`src/rtl/dma_irq_pkg.sv`:
```
// rtl/dma_irq_pkg.sv - shared constants and state encoding for the DMA interrupt coalescer
package dma_irq_pkg;

   localparam int IRQ_RIP = 0;
   localparam int IRQ_WIP = 1;
   localparam int IRQ_CIP = 2;
   localparam int NumIrq  = 3;

   typedef enum logic [1:0] {
      IDLE  = 2'd0,
      ACCUM = 2'd1,
      FIRE  = 2'd2
   } coal_state_e;

endpackage

```
`src/rtl/dma_irq_timeout_timer.sv`:
```
// rtl/dma_irq_timeout_timer.sv - loadable down-counter, expiry pulse on the decrement that reaches 0
module dma_irq_timeout_timer #(
   parameter int Width = 16
) (
   input  logic             clk_i,
   input  logic             rst_i,
   input  logic             load_i,
   input  logic [Width-1:0] load_val_i,
   input  logic             run_i,
   output logic             expired_o
);

   logic [Width-1:0] count;

   // A loaded value of 0 never expires: the counter parks at 0.
   assign expired_o = run_i && !load_i && (count == Width'(1));

   always_ff @(posedge clk_i) begin
      if (rst_i) begin
         count <= '0;
      end else if (load_i) begin
         count <= load_val_i;
      end else if (run_i && (count != '0)) begin
         count <= count - Width'(1);
      end
   end

endmodule

```
`src/rtl/dma_irq_coalescer.sv`:
```
// rtl/dma_irq_coalescer.sv - sticky W1C DMA pending bits with coalesced completion interrupt
// DMA_IRQ_TIMEOUT_EN builds in the coalescing timeout; otherwise cip fires on threshold only.
module dma_irq_coalescer
   import dma_irq_pkg::*;
#(
   parameter int CntWidth     = 16,
   parameter int TimeoutWidth = 16
) (
   input  logic                    clk_i,
   input  logic                    rst_i,
   input  logic                    r_done_i,
   input  logic                    w_done_i,
   input  logic                    xfer_done_i,
   input  logic [NumIrq-1:0]       irq_en_i,
   input  logic [NumIrq-1:0]       clr_i,
   input  logic [CntWidth-1:0]     cfg_threshold_i,
   input  logic [TimeoutWidth-1:0] cfg_timeout_i,
   output logic [NumIrq-1:0]       pending_o,
   output logic [NumIrq-1:0]       irq_o,
   output logic [CntWidth-1:0]     done_cnt_o,
   output logic [CntWidth-1:0]     coal_cnt_o
);

   coal_state_e         state;
   logic [CntWidth-1:0] thr;
   logic [CntWidth-1:0] coal_inc;
   logic [CntWidth-1:0] coal_next;
   logic                timer_load;
   logic                timer_expired;

   assign thr        = (cfg_threshold_i == '0) ? CntWidth'(1) : cfg_threshold_i;
   assign coal_inc   = (coal_cnt_o == '1) ? coal_cnt_o : coal_cnt_o + CntWidth'(1);
   assign coal_next  = xfer_done_i ? coal_inc : coal_cnt_o;
   assign timer_load = xfer_done_i && ((state == IDLE) || (state == FIRE));
   assign irq_o      = pending_o & irq_en_i;

`ifdef DMA_IRQ_TIMEOUT_EN
   logic timer_pulse;

   dma_irq_timeout_timer #(
      .Width (TimeoutWidth)
   ) u_timer (
      .clk_i      (clk_i),
      .rst_i      (rst_i),
      .load_i     (timer_load),
      .load_val_i (cfg_timeout_i),
      .run_i      (state == ACCUM),
      .expired_o  (timer_pulse)
   );

   assign timer_expired = timer_pulse && (cfg_timeout_i != '0);
`else
   logic unused_timeout;
   assign unused_timeout = (^cfg_timeout_i) ^ timer_load;
   assign timer_expired  = 1'b0;
`endif

   always_ff @(posedge clk_i) begin
      if (rst_i) begin
         state      <= IDLE;
         coal_cnt_o <= '0;
         pending_o  <= '0;
         done_cnt_o <= '0;
      end else begin
         done_cnt_o         <= done_cnt_o + CntWidth'(xfer_done_i);
         // Set has priority over a simultaneous W1C clear on every bit.
         pending_o[IRQ_RIP] <= r_done_i || (pending_o[IRQ_RIP] && !clr_i[IRQ_RIP]);
         pending_o[IRQ_WIP] <= w_done_i || (pending_o[IRQ_WIP] && !clr_i[IRQ_WIP]);
         pending_o[IRQ_CIP] <= (state == FIRE) || (pending_o[IRQ_CIP] && !clr_i[IRQ_CIP]);

         case (state)
            IDLE: begin
               if (xfer_done_i) begin
                  coal_cnt_o <= CntWidth'(1);
                  state      <= (thr == CntWidth'(1)) ? FIRE : ACCUM;
               end
            end
            ACCUM: begin
               coal_cnt_o <= coal_next;
               // ">=" also catches a threshold lowered below the running count.
               if ((coal_next >= thr) || timer_expired) begin
                  state <= FIRE;
               end
            end
            FIRE: begin
               if (xfer_done_i) begin
                  coal_cnt_o <= CntWidth'(1);
                  state      <= (thr == CntWidth'(1)) ? FIRE : ACCUM;
               end else begin
                  coal_cnt_o <= '0;
                  state      <= IDLE;
               end
            end
            default: begin
               coal_cnt_o <= '0;
               state      <= IDLE;
            end
         endcase
      end
   end

endmodule

```
`config.mk`:
```
export PLATFORM = sky130hd
export DESIGN_NAME = dma_irq_coalescer
export DESIGN_NICKNAME = d
export VERILOG_FILES = /design/src/rtl/dma_irq_pkg.sv /design/src/rtl/dma_irq_timeout_timer.sv /design/src/rtl/dma_irq_coalescer.sv
export SDC_FILE = /design/constraint.sdc
export NUM_CORES = 1
export LEC_CHECK = 0
export ABC_AREA = 1
export CAP_MARGIN = 20
export CORE_ASPECT_RATIO = 1.2
export CORE_MARGIN = 3
export CORE_UTILIZATION = 48
export CTS_CLUSTER_SIZE = 25
export DETAILED_ROUTE_END_ITERATION = 10
export GPL_TIMING_DRIVEN = 1
export PLACE_DENSITY = 0.81
export SLEW_MARGIN = 5
export SYNTH_ARGS = -nofsm -noshare
export SYNTH_HDL_FRONTEND = slang
export SYNTH_SLANG_ARGS = --single-unit
```
`constraint.sdc`:
```
create_clock -name clk_i -period 3.2 [get_ports clk_i]
set_input_delay 0.64 -clock clk_i [delete_from_list [all_inputs] [get_ports clk_i]]
set_output_delay 0.64 -clock clk_i [all_outputs]
set_load 0.01 [all_outputs]
```
Word-level counts from Yosys, hierarchy flattened
Index checks and enable logic that the tools add are counted.

operators by class
  reductions and logical operators = 12
  equality and inequality tests = 6
  add/sub/neg operators = 2
  $lt $le $gt $ge = 1
  bitwise gates (word level) = 1
  mux-type cells = 11

operator list
  kind                                                   number
  2-to-1 mux 16 bit                                      4
  one-hot mux 16 bit (3 select lines)                    1
  adder 16 x 1 -> 16 bit                                 1
  adder 16 x 1 -> 16 bit (second input constant)         1
  equality test 16 x 1 -> 1 bit (second input constant)  1
  equality test 16 bit (second input constant)           1
  greater-or-equal comparator 16 bit                     1
  zero test 16 bit                                       1
  2-to-1 mux 2 bit                                       4
  one-hot mux 2 bit (3 select lines)                     1
  inequality test 2 bit (second input constant)          2
  bitwise AND 3 bit                                      1
  logical AND 1 bit                                      3
  zero test 1 bit                                        3
  logical OR 1 bit                                       3
  equality test 2 x 1 -> 1 bit (second input constant)   1
  equality test 2 bit (second input constant)            1
  zero test 2 bit                                        1
  AND reduction 2 bit                                    1
  2-to-1 mux 1 bit                                       1

storage, ports and cells
  flip-flop bits (word level) = 37
  word-level logic and storage cells = 37
  output and inout bits = 38
  input bits = 43

Depth between registers and ports, before layout
Gate-level depths: netlist of run 1.

  depth after elaboration = 6
  mapped depth = 18
  gate-level depth less buffers = 18

Worst setup path after synthesis of run 1
OpenSTA, ideal clock, no wires.

  path kind = reg2reg
  from = register coal_cnt_o[0]
  to = register state[0]
  required time = 3.130 ns
  cell stages (with the launch flop) = 18
  library setup time = 0.070 ns
  buffers on the path = 0
  arrival time = 2.241 ns
  setup slack = 0.889 ns
  cells stage by stage = dfxtp_1 > ha_1 > nand3_4 > nor2_8 > nand2_4 > nor2_8 > nand2_4 > nand2_1 > nand2_1 > and2_1 > ha_1 > a21oi_1 > o21ai_0 > nand2_1 > nand2_1 > nand2_1 > nand2_1 > a21oi_1

between the ends
  word-level cells in the longest chain between the ends = 6
  elaborated cells between the ends (all ways) = 7

RTL lines
  what                                                            RTL line                 source
  start: declaration                                              dma_irq_coalescer.sv:21  output logic [CntWidth-1:0] coal_cnt_o
  start signal: assignment                                        dma_irq_coalescer.sv:74  coal_cnt_o <= CntWidth'(1);
  start signal: assignment                                        dma_irq_coalescer.sv:79  coal_cnt_o <= coal_next;
  start signal: assignment                                        dma_irq_coalescer.sv:87  coal_cnt_o <= CntWidth'(1);
  adder 16 x 1 -> 16 bit or equality test 16 bit (tied branches)  dma_irq_coalescer.sv:32  assign coal_inc = (coal_cnt_o == '1) ? coal_cnt_o : coal_cnt_o + CntWidth'(1);
  2-to-1 mux 16 bit                                               dma_irq_coalescer.sv:32
  2-to-1 mux 16 bit (*)                                           dma_irq_coalescer.sv:33  assign coal_next = xfer_done_i ? coal_inc : coal_cnt_o;
  greater-or-equal comparator 16 bit (*)                          dma_irq_coalescer.sv:81  if ((coal_next >= thr) || timer_expired) begin
  inequality test 2 bit (no line) (*)                             n/a
  AND reduction 2 bit (no line) (*)                               n/a
  end signal: assignment                                          dma_irq_coalescer.sv:75  state <= (thr == CntWidth'(1)) ? FIRE : ACCUM;
  end signal: assignment                                          dma_irq_coalescer.sv:88  state <= (thr == CntWidth'(1)) ? FIRE : ACCUM;
  end: declaration                                                dma_irq_coalescer.sv:24  coal_state_e state;

Mark *: on every way between the ends. The rest lies on a longest branch, timed or not.
A chain may end at the register's enable or synchronous reset.

Worst setup path after layout of run 1
Same ends and word-level chain as after synthesis.

==> results.toml, run 1 <==
[clock_tree]
cts_tree = "yes"
cts.path.max_buffers = 2
clk_latency_ns = 0.30
clkSlewWorstSetupHoldPaths_ns = 0.08
cts_setup_buffers = 0
ctsHtreeMaxLevel = 2
cts_sinks = 37
cts_buffers = 5
cts_resized = 0
cts_root_buffer = "clkbuf_8"
cts_hold_buf = 0

[global_route]
grt_first_pass_wirelength_mm = 11.4
grt_usage_pct = 22.1
grt_pass1_vias = 2672
grt_overflow_total = 0
antenna_found_initial = 0
grt_max_degree = 30

[timing]
tightest_slew_ns = 0.370
setup-tns-final_ns = 0
fin_hold_ws_ns = 0.487
fin_crit_ns = 2.60
setup_viol_count_final = 0
clock_skew_ns = 0.00479
period_share_pct = 81.3
maxSlewViolCount = 0
max_freq_ghz = 0.384
timing.final.hold_violations = 0
slew_headroom_pct = 75.1
grt_setup_unrepaired = "false"

[setup_path]
required_ns = 3.43
crit_top_cell = "nand2_1"
startpoint_type = "register"
crit_fanout = 5
crit_chain = "ha_1 -> nand3_4 -> nor2_8 -> nand2_4 -> nor2_8 -> nand2_4 -> nand2_1 -> nand2_1 -> and2_1 -> ha_1 -> a21oi_1 -> o21ai_0 -> nand2_1 -> nand2_1 -> nand2_1 -> nand2_1 -> a21oi_1"
critPathKind = "reg -> reg"
cp-end-kind = "register"
r2r-start = "coal_cnt_o[0]"
r2r_cells = 17
cp.arrival_ns = 2.84
slowest_delay_ns = 0.43
cpMaxStageDelayCell = "dfxtp_1"
rrSetupSlack_ns = 0.60
r2r-end = "state[0]"

[layout]
n_fill_cell = 501
seq_area_um2 = 741
syn_to_final_growth_pct = 31.6
final_cells = 538
multi_input_area_um2 = 1660
fin_nets = 537
final_cell_mix = "nand2_1, inv_1, clkdlybuf4s50_1"
post-route-util_pct = 66.1
diodes = 0
layout_commonest_cell = "nand2_1"
drive_gt1_share_pct = 9.03

[detailed_routing]
drtIter0Drc = 181
vias = 2801
wire_per_inst_um = 12.5
post_drt_via_cell_ratio = 5.21
drc = 0
ant_nets = 0
drt_pass1_iterations = 5
routed_wl_mm = 6.74

[status]
outcome = "complete, no violations"

[synth]
syn_area_per_cell_um2 = 6.64
synth_top_area_share_pct = 27.5
ys_seq_elements = 37
synth_cells = 406
ys_types = 32
seq_area_frac_synth_pct = 27.5
synth-warning-count = 0
syn-num-nets = 468
syn_area_um2 = 2700
yosysTopAreaCell = "dfxtp_1"
yosys-top-cells-area = "dfxtp_1, nand2_1, inv_1"

[floorplan]
dieArea_um2 = 6560
start_util_pct = 50.2
ioPinCount = 81
fp.coreArea_um2 = 5370
chipWidth_um = 74.4
row_count = 29
die_y_um = 88.1

[power_and_ir_drop]
total_power_mw = 1.13
ir_drop_mv = 0.208
p_per_area_nw_per_um2 = 318
p_leak_nw = 1.66

[min_path]
min_path_cells = 2
hp-start = "pending_o[2]"
hold_end = "pending_o[2]"
hp-class = "reg -> reg"

[placement]
routabilityCongestion = 0.857
placedCellCount = 530
dp.final_hpwl_mm = 5.12
port_buffers = 64

[flow_run]
cap_violations = 0
-- sequential cells by signal, indices dropped and copies added, names as in the netlist --
signal      flops
state           2
done_cnt_o     16
pending_o       3
coal_cnt_o     16
-- worst max path at each step --
stage | start | to | slack [ns] | cells past startpoint
floorplan | coal_cnt_o[0] | state[0] | 0.89 | 17
detailed placement | xfer_done_i | state[0] | 0.39 | 14
global placement | xfer_done_i | state[0] | 0.43 | 14
global route | coal_cnt_o[0] | state[0] | 0.38 | 17
finish | coal_cnt_o[0] | state[0] | 0.60 | 17
CTS | coal_cnt_o[0] | state[0] | 0.61 | 17
-- routing by layer --
| metal | GRT usage [%] | share of wire [%] | vias to the layer above |
|---|---|---|---|
| li1 | - | - | 1444 |
| met1 | 25.6 | 41 | 1250 |
| met2 | 39.6 | 50 | 92 |
| met3 | 5.28 | 6.6 | 15 |
| met4 | 6.63 | 1.8 | 0 |
| met5 | 0 | 0 | - |
-- where the power goes --
part / switching, mW / internal, mW / leakage (nW)
clock: 0.192 / 0.234 / 0.0543
combinational: 0.110 / 0.103 / 1.31
sequential: 0.0162 / 0.473 / 0.300
total: 0.318 / 0.810 / 1.66
-- worst max-delay path, delay by kind of cell (launching register included) --
family	cells	cell delay, ns
AOI/OAI and AO/OA	3	0.37
and+or+nand+nor	12	1.17
DFF	1	0.43
adders and majority gates	2	0.56
-- synthesized netlist by cell type, drive strengths merged --
library cell and n:
nand2 103, inv 70, nand3 46, nor2 38
a21oi 37, dfxtp 37, ha 19, nand4 10
o21ai 10, nor3 9, xor2 5, clkbuf 4
and2 3, buf 3, o21a 3, or2 3
xnor2 3, a31o 1, a31oi 1, nor3b 1
-- metrics by stage --
stage,instance area [µm²],setup slack (ns)
after floorplan,2700,0.889
after global placement,3430,0.426
after detailed placement,3430,0.392
after CTS,3550,0.613
after global routing,3550,0.382
final,3550,0.599
-- layout make-up --
cell class	instances	share of cell area (%)
clock buffer	5	1.94
timing repair buffer	69	19.5
multi-input combinational	292	46.8
tap	62	2.19
inverter	70	7.40
sequential	37	20.9
clock inverter	3	1.30
-- cell families after synthesis --
family	after synthesis	synth area share, %
AOI/OAI and AO/OA	52	10.5
xor gates and xnor gates	8	2.60
DFF	37	27.5
and+or+nand+nor	213	39.7
adders and majority gates	19	8.81
buffers and inverters	77	10.9
Power figures use the tool's default switching activity.
==> run 2: changes to the inputs <==
Clock period 3.2 ns to 2.55 ns, I/O delays scaled along.
==> run 2 against run 1 <==
Effect of this change: die area did not move; register-to-register slack got worse by 0.46 ns; clock power is 28% higher; critical path depth is 4 lower; sequential power rose by 26%; global-route usage grew 0.43 points; worst setup slack worse by 0.51 ns; largest power group unchanged; clock skew rose by 0.0054 ns; cell area up 7.5%; highest routed layer unchanged.
==> results.toml, run 2 (synthesis gave the netlist of run 1 again) <==
[status]
outcome = "complete, no violations"

[setup_path]
cp-end-kind = "register"
critPathKind = "in -> reg"
crit_top_cell = "nand2_1"
cp.arrival_ns = 2.65
cpMaxStageDelayCell = "clkdlybuf4s50_1"
required_ns = 2.74
slowest_delay_ns = 0.52
crit_fanout = 17
crit_chain = "clkdlybuf4s50_1 -> buf_12 -> nand2_1 -> nor2_1 -> nand4_1 -> nand2_1 -> nand3_2 -> ha_1 -> nand4_1 -> o21ai_0 -> inv_1 -> nand2_1 -> a21oi_1"
startpoint_type = "input port"

[global_route]
grt_first_pass_wirelength_mm = 11.8
grt_pass1_vias = 2832
grt_max_degree = 18
grt_overflow_total = 0
grt_usage_pct = 22.5
antenna_found_initial = 0

[detailed_routing]
vias = 2938
drt_pass1_iterations = 4
drtIter0Drc = 138
drc = 0
wire_per_inst_um = 13.2
post_drt_via_cell_ratio = 5.21
routed_wl_mm = 7.43
ant_nets = 0

[timing]
timing.final.hold_violations = 0
fin_crit_ns = 2.47
max_freq_ghz = 0.406
fin_hold_ws_ns = 0.486
setup_viol_count_final = 0
period_share_pct = 96.7
clock_skew_ns = 0.0102
maxSlewViolCount = 0
slew_headroom_pct = 76.2
tightest_slew_ns = 0.354

[layout]
reg_top3 = "coal_cnt_o x16, done_cnt_o x16, pending_o x3"
layout_commonest_cell = "nand2_1"
final_cells = 564
final_cell_mix = "nand2_1, inv_1, clkdlybuf4s50_1"
fin_nets = 563
diodes = 0
drive_gt1_share_pct = 16.9
syn_to_final_growth_pct = 41.4

[floorplan]
row_count = 29
dieArea_um2 = 6560
start_util_pct = 50.2
fp.coreArea_um2 = 5370
chipWidth_um = 74.4
ioPinCount = 81
die_y_um = 88.1

[power_and_ir_drop]
p_sw_mw = 0.399
p_int_mw = 1.06
p_per_area_nw_per_um2 = 383
total_power_mw = 1.46
switching_share_pct = 27.3
seqPwrFrac_pct = 42.1
clockPowerShare_pct = 37.4
p_leak_nw = 1.79
ir_drop_mv = 0.313
comb_power_share_pct = 20.5

[clock_tree]
clk_latency_ns = 0.29
cts_sinks = 37
ctsHtreeMaxLevel = 2
cts_hold_buf = 0
clkSlewWorstSetupHoldPaths_ns = 0.08
cts_root_buffer = "clkbuf_8"
cts_tree = "yes"
cts_buffers = 5
cts.path.max_buffers = 2

[placement]
dp.final_hpwl_mm = 5.37
routabilityCongestion = 0.830
placedCellCount = 548
port_buffers = 64

[flow_run]
cap_violations = 0

[min_path]
hp-class = "reg -> reg"
run 2: power groups by stage:
stage	logic, mW	registers, mW	clock network (mW)
4_1_cts	0.287	0.611	0.557
6_report	0.299	0.614	0.546
3_3_place_gp	0.277	0.624	0
5_1_grt	0.335	0.617	0.578
2_1_floorplan	0.144	0.629	0
3_5_place_dp	0.285	0.625	0
run 2: worst paths after layout:
path,from,end,slack (ns),cells after the start
setup / recovery,xfer_done_i,state[0],0.08,13
hold / removal,pending_o[2],pending_o[2],0.49,2
setup reg to reg,coal_cnt_o[0],state[0],0.14,18
hold reg to reg,pending_o[2],pending_o[2],0.49,2
run 2: per-layer routing:
layer | vias up | GRT usage [%] | wire length (µm)
met4 | 0 | 8.41 | 119
li1 | 1488 | - | -
met1 | 1324 | 26.3 | 3080
met3 | 15 | 4.94 | 491
met2 | 111 | 39.6 | 3740
met5 | - | 0 | 0
run 2: timing repair:
| action | CTS | global route |
|---|---|---|
| endpoints found under the setup margin | 0 | 2 |
| gates resized for setup | 0 | 18 |
| buffers inserted | 0 | 8 |
run 2: layout make-up:
type / instances / area [µm²]
Clock buffer: 6 / 82.6
Sequential cell: 37 / 751
Multi-Input combinational cell: 292 / 1710
Tap cell: 62 / 77.6
Clock inverter: 2 / 37.5
Fill cell: 456 / 1560
Inverter: 70 / 267
Timing Repair Buffer: 95 / 886
run 2: worst max-delay path, delay by kind of cell:
kind	cells	cell delay, ns
buf+inv	3	0.77
simple gates	7	0.77
fa+ha+maj	1	0.34
compound gates	2	0.27
run 2: through the flow:
| step | setup TNS (ns) | util, % | setup slack (ns) | area, µm² |
|---|---|---|---|---|
| after floorplan | 0 | - | 0.239 | 2700 |
| after global placement | -0.140 | 66.5 | -0.0854 | 3570 |
| after detailed placement | -0.158 | 66.5 | -0.104 | 3570 |
| after CTS | 0 | 68.7 | 0.132 | 3690 |
| after global routing | -0.00771 | 71.0 | -0.00771 | 3810 |
| final | 0 | 71.0 | 0.0844 | 3810 |
